[config.mk]
export PLATFORM = sky130hd
export DESIGN_NAME = seq_mul_ctrl_flat
export DESIGN_NICKNAME = d
export VERILOG_FILES = /design/src/rtl/seq_mul_pkg.sv /design/src/rtl/seq_mul_ctrl_if.sv /design/src/rtl/seq_mul_ctrl_shift_add_step.sv /design/src/rtl/seq_mul_ctrl.sv /design/src/flat_wrapper.sv
export SDC_FILE = /design/constraint.sdc
export NUM_CORES = 1
export LEC_CHECK = 0
export CAP_MARGIN = 30
export CORE_ASPECT_RATIO = 1.2
export CORE_MARGIN = 2
export CORE_UTILIZATION = 40
export DETAILED_ROUTE_END_ITERATION = 10
export GPL_ROUTABILITY_DRIVEN = 0
export SLEW_MARGIN = 20
export SYNTH_ARGS = -nofsm -noshare
export SYNTH_HDL_FRONTEND = slang
export SYNTH_SLANG_ARGS = --single-unit
[constraint.sdc]
create_clock -name clk -period 3.2 [get_ports clk]
set_input_delay 0.64 -clock clk [delete_from_list [all_inputs] [get_ports clk]]
set_output_delay 0.64 -clock clk [all_outputs]
set_load 0.005 [all_outputs]
[src/rtl/seq_mul_pkg.sv]
// Shared types and constants for the sequential shift-add multiplier.
// Latency: n/a (declarations only).
// Backpressure: n/a.
package seq_mul_pkg;

  // Controller states, fixed 2-bit encoding.
  typedef enum logic [1:0] {
    IDLE = 2'd0,
    RUN  = 2'd1,
    DONE = 2'd2
  } state_t;

  // Default operand width.
  localparam int DEF_WIDTH = 16;

  // Product width for a given operand width.
  function automatic int prod_w(input int w);
    return 2 * w;
  endfunction

endpackage

[src/rtl/seq_mul_ctrl_if.sv]
// Operand/product handshake bundle between producer, multiplier and consumer.
// Latency: n/a (wires only).
// Backpressure: in_valid/in_ready on the operand side, out_valid/out_ready on the product side.
interface seq_mul_ctrl_if #(
  parameter int WIDTH = seq_mul_pkg::DEF_WIDTH
) ();

  logic               in_valid;
  logic               in_ready;
  logic [WIDTH-1:0]   multiplicand;
  logic [WIDTH-1:0]   multiplier;
  logic               out_valid;
  logic               out_ready;
  logic [2*WIDTH-1:0] product;

  // Producer/consumer side.
  modport master (
    output in_valid, multiplicand, multiplier, out_ready,
    input  in_ready, out_valid, product
  );

  // Multiplier controller side.
  modport slave (
    input  in_valid, multiplicand, multiplier, out_ready,
    output in_ready, out_valid, product
  );

endinterface

[src/rtl/seq_mul_ctrl_shift_add_step.sv]
// One conditional add-and-shift step of an unsigned shift-add multiplier.
// Latency: combinational.
// Backpressure: none; the controller decides when the result is registered.
module shift_add_step
  import seq_mul_pkg::*;
#(
  parameter int WIDTH = DEF_WIDTH
) (
  input  logic [prod_w(WIDTH)-1:0] acc,
  input  logic [prod_w(WIDTH)-1:0] mcand,
  input  logic [WIDTH-1:0]         mplier,
  output logic [prod_w(WIDTH)-1:0] acc_nxt,
  output logic [prod_w(WIDTH)-1:0] mcand_nxt,
  output logic [WIDTH-1:0]         mplier_nxt
);

  localparam int PW = prod_w(WIDTH);

  // Full-width adder: the largest product (2^WIDTH-1)^2 always fits, so no carry-out.
  assign acc_nxt    = mplier[0] ? (acc + mcand) : acc;
  assign mcand_nxt  = {mcand[PW-2:0], 1'b0};
  assign mplier_nxt = {1'b0, mplier[WIDTH-1:1]};

endmodule

[src/rtl/seq_mul_ctrl.sv]
// Sequencing controller for a shift-add unsigned multiplier (optional early exit: SEQ_MUL_EARLY_TERM_EN).
// Latency: out_valid rises WIDTH edges after accept (early exit: highest set multiplier bit index + 1).
// Backpressure: in_ready low outside IDLE or while flush; DONE holds product/out_valid until out_ready.
module seq_mul_ctrl
  import seq_mul_pkg::*;
#(
  parameter int WIDTH = DEF_WIDTH,
  parameter int CNT_W = $clog2(WIDTH)
) (
  input  logic         clk,
  input  logic         rst_n,
  input  logic         flush,
  output logic         busy,
  seq_mul_ctrl_if.slave bus
);

  localparam int PW = prod_w(WIDTH);
  localparam logic [CNT_W-1:0] LAST_CNT = CNT_W'(WIDTH - 1);

  state_t           state;
  logic [PW-1:0]    acc;
  logic [PW-1:0]    mcand_r;
  logic [WIDTH-1:0] mplier_r;
  logic [CNT_W-1:0] cnt;
  logic [PW-1:0]    product_r;
  logic             out_valid_r;
  logic             busy_r;

  logic [PW-1:0]    acc_nxt;
  logic [PW-1:0]    mcand_nxt;
  logic [WIDTH-1:0] mplier_nxt;
  logic             last_step;

  shift_add_step #(.WIDTH(WIDTH)) u_step (
    .acc        (acc),
    .mcand      (mcand_r),
    .mplier     (mplier_r),
    .acc_nxt    (acc_nxt),
    .mcand_nxt  (mcand_nxt),
    .mplier_nxt (mplier_nxt)
  );

`ifdef SEQ_MUL_EARLY_TERM_EN
  // Stop as soon as no multiplier bits remain; the fixed count still bounds the run.
  assign last_step = (cnt == LAST_CNT) || (mplier_nxt == '0);
`else
  assign last_step = (cnt == LAST_CNT);
`endif

  // flush blocks an accept in the same cycle it is seen.
  assign bus.in_ready  = (state == IDLE) && !flush;
  assign bus.out_valid = out_valid_r;
  assign bus.product   = product_r;
  assign busy          = busy_r;

  // Controller FSM: owns operand, accumulator, counter and output registers.
  always_ff @(posedge clk or negedge rst_n) begin
    if (!rst_n) begin
      state       <= IDLE;
      acc         <= '0;
      mcand_r     <= '0;
      mplier_r    <= '0;
      cnt         <= '0;
      product_r   <= '0;
      out_valid_r <= 1'b0;
      busy_r      <= 1'b0;
    end else if (flush) begin
      // Abort: drop the in-flight operation but keep the last delivered product.
      state       <= IDLE;
      out_valid_r <= 1'b0;
      busy_r      <= 1'b0;
    end else begin
      case (state)
        IDLE: begin
          if (bus.in_valid) begin
            mcand_r  <= {{WIDTH{1'b0}}, bus.multiplicand};
            mplier_r <= bus.multiplier;
            acc      <= '0;
            cnt      <= '0;
            busy_r   <= 1'b1;
            state    <= RUN;
          end
        end
        RUN: begin
          acc      <= acc_nxt;
          mcand_r  <= mcand_nxt;
          mplier_r <= mplier_nxt;
          cnt      <= cnt + CNT_W'(1);
          if (last_step) begin
            product_r   <= acc_nxt;
            out_valid_r <= 1'b1;
            state       <= DONE;
          end
        end
        DONE: begin
          if (bus.out_ready) begin
            out_valid_r <= 1'b0;
            busy_r      <= 1'b0;
            state       <= IDLE;
          end
        end
        default: begin
          state       <= IDLE;
          out_valid_r <= 1'b0;
          busy_r      <= 1'b0;
        end
      endcase
    end
  end

endmodule

[src/flat_wrapper.sv]
// flat-port wrapper written by rule: the top's interface ports become plain ports
module seq_mul_ctrl_flat import seq_mul_pkg::*;
#(
  parameter int WIDTH = DEF_WIDTH,
  parameter int CNT_W = $clog2(WIDTH)
)
  (clk, rst_n, flush, busy, bus_in_valid, bus_multiplicand, bus_multiplier, bus_out_ready, bus_in_ready, bus_out_valid, bus_product);
  seq_mul_ctrl_if #(.WIDTH(WIDTH)) bus_i ();
  input  logic clk;
  input  logic rst_n;
  input  logic flush;
  output logic busy;
  input wire logic [$bits(bus_i.in_valid)-1:0] bus_in_valid;
  input wire logic [$bits(bus_i.multiplicand)-1:0] bus_multiplicand;
  input wire logic [$bits(bus_i.multiplier)-1:0] bus_multiplier;
  input wire logic [$bits(bus_i.out_ready)-1:0] bus_out_ready;
  output wire logic [$bits(bus_i.in_ready)-1:0] bus_in_ready;
  output wire logic [$bits(bus_i.out_valid)-1:0] bus_out_valid;
  output wire logic [$bits(bus_i.product)-1:0] bus_product;
  assign bus_i.in_valid = bus_in_valid;
  assign bus_i.multiplicand = bus_multiplicand;
  assign bus_i.multiplier = bus_multiplier;
  assign bus_i.out_ready = bus_out_ready;
  assign bus_in_ready = bus_i.in_ready;
  assign bus_out_valid = bus_i.out_valid;
  assign bus_product = bus_i.product;
  seq_mul_ctrl #(.WIDTH(WIDTH), .CNT_W(CNT_W)) u_core (.clk(clk), .rst_n(rst_n), .flush(flush), .busy(busy), .bus(bus_i));
endmodule
==> results of run 1 <==
[worst paths after layout]
kind	startpoint	end	cells after the start	slack, ps
worst max-delay path	u_core.mcand_r[0]$_DFFE_PN0P_	u_core.bus.product[10]$_DFFE_PN0P_	10	270
worst min-delay path	rst_n	u_core.mcand_r[22]$_DFFE_PN0P_	1	240
worst max register to register	u_core.mcand_r[0]$_DFFE_PN0P_	u_core.bus.product[10]$_DFFE_PN0P_	10	270
worst min register to register	u_core.bus.product[17]$_DFFE_PN0P_	u_core.bus.product[17]$_DFFE_PN0P_	2	480
max in group asynchronous	rst_n	u_core.mplier_r[10]$_DFFE_PN0P_	2	2160
min in group clk	u_core.bus.product[17]$_DFFE_PN0P_	u_core.bus.product[17]$_DFFE_PN0P_	2	480
[power breakdown]
| group | leakage, nW | internal, mW | switching, mW |
|---|---|---|---|
| Combinational | 1.82 | 0.377 | 0.529 |
| Sequential | 1.62 | 1.65 | 0.122 |
| Clock | 0.300 | 1.34 | 0.698 |
[area by class of cell]
| class | instances | area [sq um] | area share |
|---|---|---|---|
| clock buffers | 21 | 460.4 | 0.05429 |
| clock inverters | 11 | 170.2 | 0.02006 |
| inverters | 15 | 56.30 | 0.006638 |
| multi-input cells | 526 | 3681 | 0.4340 |
| flip-flops and latches | 120 | 3004 | 0.3542 |
| well taps | 216 | 270.3 | 0.03186 |
| repair buffers | 83 | 839.6 | 0.09898 |
[cell usage in the layout (no fill, tap or decap), types with 4 or more instances in the layout]
cell type          n
o21ai_0           71
a21boi_0           5
ha_1              32
nor3_1             8
a21o_1            11
nand3b_1           8
nand2_1           84
a22o_1            38
clkdlybuf4s50_1   70
nor2_1            24
o21bai_1          10
xor2_1             4
mux2_2             6
inv_1             15
mux2i_1           42
nor3b_1           11
a211oi_1           9
buf_4              9
a21oi_1           38
nand4_1            5
and2_1             5
a31oi_1            5
nand3_1           17
clkbuf_16         17
xnor2_1           22
bufinv_16          4
a222oi_1           6
dfrtp_1          119
[flip-flops by register name, summed over array words and instances (netlist names)]
name and flops:
u_core.bus.out_valid 1, u_core.mcand_r 32, u_core.mplier_r 16, u_core.state 2
u_core.busy 1, u_core.acc 32, u_core.cnt 4, u_core.bus.product 32
[cell families (layout without fill, tap and decap cells)]
family	count (synthesis)	count (layout)	share of synthesized area
AOI/OAI and AO/OA	232	232	0.2313
xor gates and xnor gates	26	26	0.03286
adders and majority gates	33	33	0.06067
buffers and inverters	63	130	0.03828
DFF	120	120	0.4334
muxes	49	49	0.07259
and+or+nand+nor	186	186	0.1309
[synthesized netlist by cell type, types with 3 or more instances]
library cell  instances
a211oi_1              9
a211oi_2              3
a21boi_0              5
a21o_1               11
a21oi_1              38
a222oi_1              6
a22o_1               38
a2bb2oi_1             3
a31oi_1               5
and2_1                5
and3_1                3
buf_1                 3
buf_2                 6
clkbuf_1             34
dfrtp_1             120
ha_1                 32
inv_1                15
mux2_2                6
mux2i_1              42
nand2_1              85
nand2b_1              3
nand3_1              17
nand3b_1              8
nand4_1               5
nor2_1               24
nor2b_1               3
nor3_1                8
nor3b_1              11
nor4_1                3
o211ai_1              3
o21a_1                3
o21ai_0              73
o21bai_1             10
xnor2_1              22
xor2_1                4
[per-layer routing]
metal	vias to the layer above	track usage	routed length, um
met5	-	0	0
met4	0	0.07697	420
met2	132	0.3399	8729
li1	2718	-	-
met3	28	0.04179	747
met1	2773	0.2584	7569
==> metrics list, run 1 <==
* Result of the run: finished clean
- Clock-pin slew of the registers on the worst-case setup and hold paths: around 50 ps
- Count of hold-fix buffers inserted at cts: 0
- Relative slew margins: 0.5934
- Primary flip-flop cell chosen by synthesis mapping: dfrtp_1
- Data required time of the critical path: between 3000 and 4000 ps
- Dividing the detail-routed via count by the number of cells gives between 5 and 6.
- Final Power: approximately 4.7 mW
* Post-synth EDFFs: 0
- Initial Utilization: 0.4096
- The first TritonRoute pass finished after 6 iterations.
* Total global routing overflow: 0
- Max-slew violation count: 0
- Final period utilization: 0.9156
* Maximum Capacitance Violations: 0
* Largest delay share family, worst path: compound AO/OA/AOI/OAI gates
* Number of placed I/O pins: 72
- Signal arrival time at the worst endpoint: 3220 ps
- Core Footprint: about 17000 sq um
- Number of setup buffers added after CTS: 0
* Reported leakage power: 3.736 nW
* CP Buf/Inv Count: 0
- # nets final: around 830
* Area share of the largest cell type after synthesis: 0.4334
* Post-Place Cell Area: ~7800 sq um
* Overall track demand over capacity in global routing: 0.2038
- Across the VDD grid, the largest voltage drop is ~390 uV.
- Via count of the first global-routing pass: just under 6k
- Walking the worst path, the cells encountered are ha_1 > fa_1 > a211oi_1 > o21bai_1 > a21oi_2 > o21bai_1 > a211oi_1 > o21ai_0 > a31oi_1 > o21ai_0.
- The worst setup path is of the register to register kind.
- Counting I/O delays and the setup requirement, the final critical path takes slightly below 3000 ps.
* Number of buffers inserted by port buffering: 71
- Counting every net in the synthesized netlist gives 779.
- After detailed placement, the design holds a cell count of ~960.
* Initial drt markers: approximately 440
- Wire length of the first global-routing pass: approximately 30 mm
- Cell row count: 52
* Vertical die dimension: between 100 and 150 um
- Setup slack on the critical path of the routed design comes to between 200 and 300 ps.
* Maximum clock frequency: 341.3 MHz
- The average instance in the mapped netlist occupies roughly 10 sq um.
* Sum of negative setup slack: 0 ps
* Post-route non-filler standard cell count: between 900 and 1k
* Layout cells sized above 1: 0.09923
- Cell at the root of the clock tree: clkbuf_16
- After detailed routing, the number of remaining DRC violations is 0.
- The clock net in this run drives a total of 120 sinks.
* Cell type with the largest total area after synthesis: dfrtp_1
- STA classifies the critical path endpoint as a register.
- Along the worst path, the maximum fanout reaches 5.
* Total number of vias: approximately 5.7k
* Cts bufs inserted: 17
- Power per Cell Area: ~560 nW/um^2
* Hold violation total from the final report: 0
- Share of flip-flops with an asynchronous set or reset after synthesis: 1.000
* Clock buffer depth: 2
* Unrepaired setup endpoints after global routing: no
- After detailed routing, the average wire length per cell comes to between 15 and 20 um.
- Max stage delay cell, worst path: fa_1
- Layout filler cell count: roughly 1.6k
* Synth top area cells: dfrtp_1 (43%), mux2i_1 (6.1%), ha_1 (5.8%), o21ai_0 (5.3%), a22o_1 (4.8%)
* Ant diodes: 0
- Final hold slack: about 240 ps
- H-Tree Level Count: 4
- Slowest stage delay, CP: about 430 ps
* Sequential fraction of the synthesis area: 0.4334
- The worst setup path is launched from a register.
* Count of warnings emitted by yosys: 0
- Tightest Hold Check Type: primary input to async pin
* Design Area, Final: ~8500 sq um
- Synth Cell Area: 6929 sq um
- Synthesis instantiated between 70 and 80 different standard cells from the library.
- At the pin with the least slew margin, the transition time is around 610 ps.
* Final Setup Violations: 0
- Number of instances resized during post-cts repair: 0
- On the final layout, the worst clock skew is approximately 4.9 ps.
- Final core area utilization: 0.5014
- Instance count of the mapped netlist: about 710
* Maximum number of pins on one net before global-route repair: 77
- TritonCTS built the clock tree.
- Detailed-placement wirelength estimate: between 10 and 15 mm
- Synthesis-to-finish area growth: 22.41%
- Initial antenna violation count: 0
- The die covers 18400 sq um.
* Remaining antenna violation count after routing: 0
* Number of flip-flops and latches in the synthesized netlist: 120
- Pre-CTS setup slack: 324.2 ps
- DRT Wirelength: 17.47 mm
- Worst-skew pair later-pin latency: roughly 420 ps
* Die Width: around 120 um
Note: power is estimated with default switching activity, not from simulation.
==> run 2, diff against run 1 <==
CORE_UTILIZATION = 25   (was 40)
==> run 2 against run 1 <==
Against the previous run: largest cell class unchanged; non-clock buffer count increased by 3; worst hold slack got worse by 48 ps; cell count increased by 13%; combinational power decreased by 1%; clock power decreased by 6%; highest routed layer unchanged; sequential cell count unchanged; critical endpoint is now u_core.acc[24]$_DFFE_PN0P_; cell area increased by 1.3%; setup slack improved by 36 ps; sequential power about the same.
==> metrics list, run 2 (synthesized netlist as in run 1, its figures left out) <==
- Of all nets on the critical path, the largest fanout is 5.
- Max-cap violations in this run came to 0.
* Remaining design rule violation count: 0
* Reported leakage power: between 3 and 4 nW
* Clock buffer depth: 2
* Most common cell after layout, fill and taps aside: dfrtp_1
- Initial antenna violation count: 0
* Tightest Hold Check Type: primary input to async pin
- Counting tap cells, the placed design contains a total of 1087 instances.
- Clock tree from TritonCTS: built
- The worst setup path is of the register to register kind.
* Peak supply drop: about 330 uV
* First-pass iteration count of the detailed router: 5
* Post-route minimum period: approximately 2900 ps
* Cell row count: 66
- Wire length of the first global-routing pass: 29.96 mm
- Using the TritonRoute via totals, the vias-per-cell ratio works out to between 4 and 5.
- Unrepaired setup endpoints after global routing: no
* Final period utilization: 0.9042
* # nets final: 836
- The worst register-to-register path begins at u_core.mcand_r[0]$_DFFE_PN0P_.
- Detailed placement finished with a half-perimeter wire length of approximately 13 mm.
* Vertical die dimension: between 150 and 200 um
- Relative slew margins: 0.3670
- Most used cells in the layout excluding fill and tap cells: dfrtp_1 (119), nand2_1 (84), o21ai_0 (71)
- In this run the horizontal extent of the chip is 156.0 um.
* Maximum clock frequency: 345.6 MHz
- Die outline area: 29070 sq um
- Number of placed I/O pins: 72
* Hold violation total from the final report: 0
- Leaving out filler cells and counting taps, the final layout contains 1117.
- Remaining antenna violation count after routing: 0
- At the later pin of the worst-skew pair, clock insertion delay measures about 420 ps.
- Count of hold-fix buffers inserted at cts: 0
* Layout filler cell count: 2761
- Worst setup EP type: register
- Overall track demand over capacity in global routing: 0.1306
* Category of the worst setup path launch point: register
- Result of the run: finished clean
- The clock tree synthesis step divided the H-tree into 4 levels.
- Sum of negative setup slack: 0 ps
* Layout cells sized above 1: 0.1030
* Initial Utilization: 0.2550
- Total number of vias: around 5.6k
- Dividing the detail-routed wire length by the instance count gives 16.27 um.
- Total power for the finished layout comes to around 4.6 mW.
* Worst setup path startpoint: u_core.mcand_r[0]$_DFFE_PN0P_
- Number of instances resized during post-cts repair: 0
- Number of setup buffers added after CTS: 0
* DRT Wirelength: roughly 18 mm
- Maximum number of pins on one net before global-route repair: 56
- The tree built by TritonCTS fans out to 120 sinks.
* Max-slew violation count: 0
* Cell at the root of the clock tree: clkbuf_16
- After clock tree synthesis, the clock-pin slew on the worst setup and hold paths is roughly 50 ps.
- Power per Cell Area: 533.3 nW/um^2
- Total global routing overflow: 0
- On the final layout, the worst hold slack is about 190 ps.
- Synthesis-to-finish area growth: 24.03%
* Initial drt markers: roughly 340
- Final core area utilization: 0.3163
- Ant diodes: 0
* Data required time of the critical path: approximately 3500 ps
* Via count of the first global-routing pass: approximately 5.5k
- Slew at the pin closest to its max-slew limit: 949.5 ps
- Cts bufs inserted: 17
- Data arrives at the worst endpoint at around 3200 ps.
* Core Footprint: 27170 sq um
- During placement, the flow inserted port buffers numbering ~70.
* Clk_skew: ~6.1 ps
- Final Setup Violations: 0
run 2: final timing paths:
path | to | slack (ps) | depth (start not counted)
max | u_core.acc[24]$_DFFE_PN0P_ | 310 | 10
min | u_core.bus.product[22]$_DFFE_PN0P_ | 190 | 1
max reg2reg | u_core.acc[24]$_DFFE_PN0P_ | 310 | 10
min reg2reg | u_core.mplier_r[6]$_DFFE_PN0P_ | 470 | 2
max in group asynchronous | u_core.mcand_r[8]$_DFFE_PN0P_ | 2340 | 2
min in group clk | u_core.mplier_r[6]$_DFFE_PN0P_ | 470 | 2
run 2: layout make-up:
type	count	area [sq um]	share of cell area
multi-input cells	526	3686	0.4289
flip-flops and latches	120	3004	0.3495
repair buffers	86	833.3	0.09696
clock buffers	22	494.2	0.05750
well taps	340	425.4	0.04950
clock inverters	8	95.09	0.01106
inverters	15	56.30	0.006551
run 2: worst max-delay path, cell delays in order (launching register included):
cell	delay, ps
dfrtp_1	400
ha_1	240
fa_1	430
a211oi_1	240
o21bai_1	160
a21oi_2	290
nor3_1	130
a21boi_2	300
o21ai_2	110
mux2_4	310
o31ai_2	210
run 2: routing by layer:
metal | GRT usage | up-vias | wire length (um) | share of wire
li1 | - | 2712 | - | -
met1 | 0.1658 | 2723 | 8086 | 0.44
met2 | 0.2148 | 114 | 8972 | 0.49
met3 | 0.03693 | 16 | 869 | 0.048
met4 | 0.04058 | 0 | 250 | 0.014
met5 | 0 | - | 0 | 0
run 2: where the power goes:
part | switching, mW | internal [mW] | total, mW
registers | 0.128 | 1.65 | 1.78
clock network | 0.678 | 1.23 | 1.91
logic | 0.518 | 0.377 | 0.895
total | 1.32 | 3.26 | 4.58
run 2: metrics by stage:
step	area [sq um]	setup WS, ps
after global placement	8005	420.4
after detailed placement	8005	332.1
after CTS	8594	292.4
after floorplan	6929	652.2
final	8594	306.4
after global routing	8594	90.39
==> run 3, diff against run 2 <==
CORE_MARGIN = unset   (was 2)
==> run 3 against run 2 <==
Against the previous run: sequential power is essentially flat; die area decreased by 2.3%; worst hold slack improved by 37 ps; cell area down 0.70%; cell count fell by 0.18%; register-to-register slack hardly changed; global-route usage grew 0.29 points; critical path type unchanged; largest cell class unchanged; largest power group is now sequential cells.
==> metrics list, run 3 (synthesized netlist as in run 1, its figures left out) <==
- Power share of the sequential group: 0.406
* Category of the worst setup path launch point: register
- Relative slew margins: 0.3674
- After the first detailed-routing iteration, the DRC count stood at around 320.
- Vertical die dimension: 184.4 um
- Clock-pin slew was measured on the worst setup and hold paths at 60 ps.
- The die covers 28390 sq um.
* # nets final: roughly 830
- DRT Wirelength: approximately 18 mm
- Internal power: 3.084 mW
* Number of placed I/O pins: 72
- VDD sags by at most 375.9 uV.
- Clock tree synthesis selected as its root buffer the cell clkbuf_16.
- Pre-CTS setup slack: 342.9 ps
- Remaining antenna violation count after routing: 0
- In this run the critical register-to-register path is captured at u_core.acc[24]$_DFFE_PN0P_.
* Result of the run: finished clean
- Power per Cell Area: slightly above 500 nW/um^2
* Die Width: 154.0 um
- Of the total power, combinational logic draws 0.205.
- The H-tree was split into 4 levels.
* Most common cell after layout, fill and taps aside: dfrtp_1
* Startpoint of the worst register-to-register path: u_core.mcand_r[0]$_DFFE_PN0P_
* Clock Sinks: 120
- Of the total power, the clock network draws 0.389.
- In the routed design, unresolved DRC markers number 0.
- For this run, the top clock speed supported by timing is around 350 MHz.
* Max-slew violation count: 0
- Maximum Capacitance Violations: 0
- Data required time of the critical path: between 3000 and 4000 ps
- Summed over all nets, the switching power comes to roughly 1.3 mW.
- Clock buffer depth: 2
- In the final layout, the share of cells above drive strength 1 is 0.09419.
- In the layout the commonest cells are dfrtp_1 (119), nand2_1 (84), o21ai_0 (71).
* Via count of the first global-routing pass: 5586
- For the final routed database, the setup TNS stands at 0 ps.
* Post-route minimum period: between 2000 and 3000 ps
- Wire length of the first global-routing pass: about 30 mm
* Overall track demand over capacity in global routing: 0.1335
- Core Footprint: roughly 27000 sq um
* Unrepaired setup endpoints after global routing: no
- Setup violations remaining at the end of the flow were counted as 0.
- Initial Utilization: 0.2550
- In this run, CTS created clock tree buffers numbering 17.
- Reported leakage power: approximately 3.7 nW
* Count of hold-fix buffers inserted at cts: 0
- Data on the critical path arrives at its endpoint at between 3000 and 4000 ps.
- Maximum fanout encountered on the critical timing path: 5
- 0 antenna diodes ended up in the layout.
- Across all register-to-register paths, the minimum setup slack is about 300 ps.
- Average routed wire per standard cell: 16.24 um
* Worst setup EP type: register
- Routed vias/inst: ~5
- For this block, the via count after detailed routing is about 5.5k.
- Least setup slack across all paths after layout: a little over 300 ps
- Final Power: 4.381 mW
- Of the total power, the share spent switching nets is 0.2960.
- Detailed-placement wirelength estimate: 12.96 mm
* Worst-skew pair later-pin latency: roughly 420 ps
- Cell depth of the worst flop-to-flop path: 10
- Total global routing overflow: 0
- The hold violation total from the final report came to 0.
- The initial antenna violation count was 0.
- Entering global routing, the biggest net connects 48 pins.
* Clock tree from TritonCTS: built
* Critical setup path kind: register to register
* First-pass iteration count of the detailed router: 5
* Number of instances resized during post-cts repair: 0
- At the pin with the least slew margin, the transition time is 948.9 ps.
* Tightest Hold Check Type: primary input to async pin
* Number of buffers inserted by port buffering: 71
- Row generation in the floorplan step produced 66 rows.
- Buffers added to address setup during post-CTS repair amount to 0.
* Synthesis-to-finish area growth: 23.17%
- Clk_skew: 12.52 ps
- Of the available clock period, the critical path in the final layout requires 0.9056.
[run 3: changes by cell type in the layout (fill, tap and decap cells not counted), sizes merged]
cell | before | now
clkbuf | 22 | 26
bufinv | 2 | 0
buf | 16 | 14
clkinvlp | 2 | 0
[run 3: final cells by class]
class / count / area, sq um
inverters: 15 / 56.30
flip-flops and latches: 120 / 3004
clock buffers: 26 / 499.2
clock inverters: 4 / 20.02
fillers: 2782 / 18630
repair buffers: 84 / 843.3
multi-input cells: 526 / 3686
well taps: 340 / 425.4
[run 3: metrics by stage]
stage	hold slack (ps)	std cells	area [sq um]	util
after detailed placement	469.8	1085	8015	0.2950
after global placement	461.0	1085	8015	0.2950
after CTS	242.7	1115	8534	0.3141
after global routing	276.1	1115	8534	0.3141
after floorplan	344.4	709	6929	-
final	226.1	1115	8534	0.3141
[run 3: worst max path at each step]
stage	startpoint	to	slack, ps	cells after the start
after floorplan	u_core.mcand_r[0]$_DFFE_PN0P_	u_core.acc[24]$_DFFE_PN0P_	650	10
after global placement	u_core.mcand_r[0]$_DFFE_PN0P_	u_core.acc[24]$_DFFE_PN0P_	420	10
after detailed placement	u_core.mcand_r[0]$_DFFE_PN0P_	u_core.acc[24]$_DFFE_PN0P_	340	10
after CTS	u_core.mcand_r[0]$_DFFE_PN0P_	u_core.acc[24]$_DFFE_PN0P_	330	10
after global routing	u_core.mcand_r[0]$_DFFE_PN0P_	u_core.acc[24]$_DFFE_PN0P_	120	10
final	u_core.mcand_r[0]$_DFFE_PN0P_	u_core.acc[24]$_DFFE_PN0P_	300	10
[run 3: critical path, stage by stage (launching register included)]
cell	delay [ps]
dfrtp_1	390
ha_1	230
fa_1	440
a211oi_1	230
o21bai_1	160
a21oi_2	290
nor3_1	130
a21boi_2	310
o21ai_2	110
mux2_4	310
o31ai_2	200
[run 3: power by group through the flow]
stage               sequential [mW]  clock [mW]  combinational [mW]
floorplan                      1.75           0               0.676
global placement               1.80           0               0.891
detailed placement             1.80           0               0.900
CTS                            1.78        1.74               0.905
global route                   1.80        1.82               0.992
finish                         1.78        1.70               0.897
[run 3: layer usage]
metal | GRT usage | up-vias | part of all wire
met4 | 0.03560 | 0 | 0.012
met3 | 0.03739 | 14 | 0.042
li1 | - | 2711 | -
met5 | 0 | - | 0
met2 | 0.2307 | 99 | 0.49
met1 | 0.1621 | 2711 | 0.45
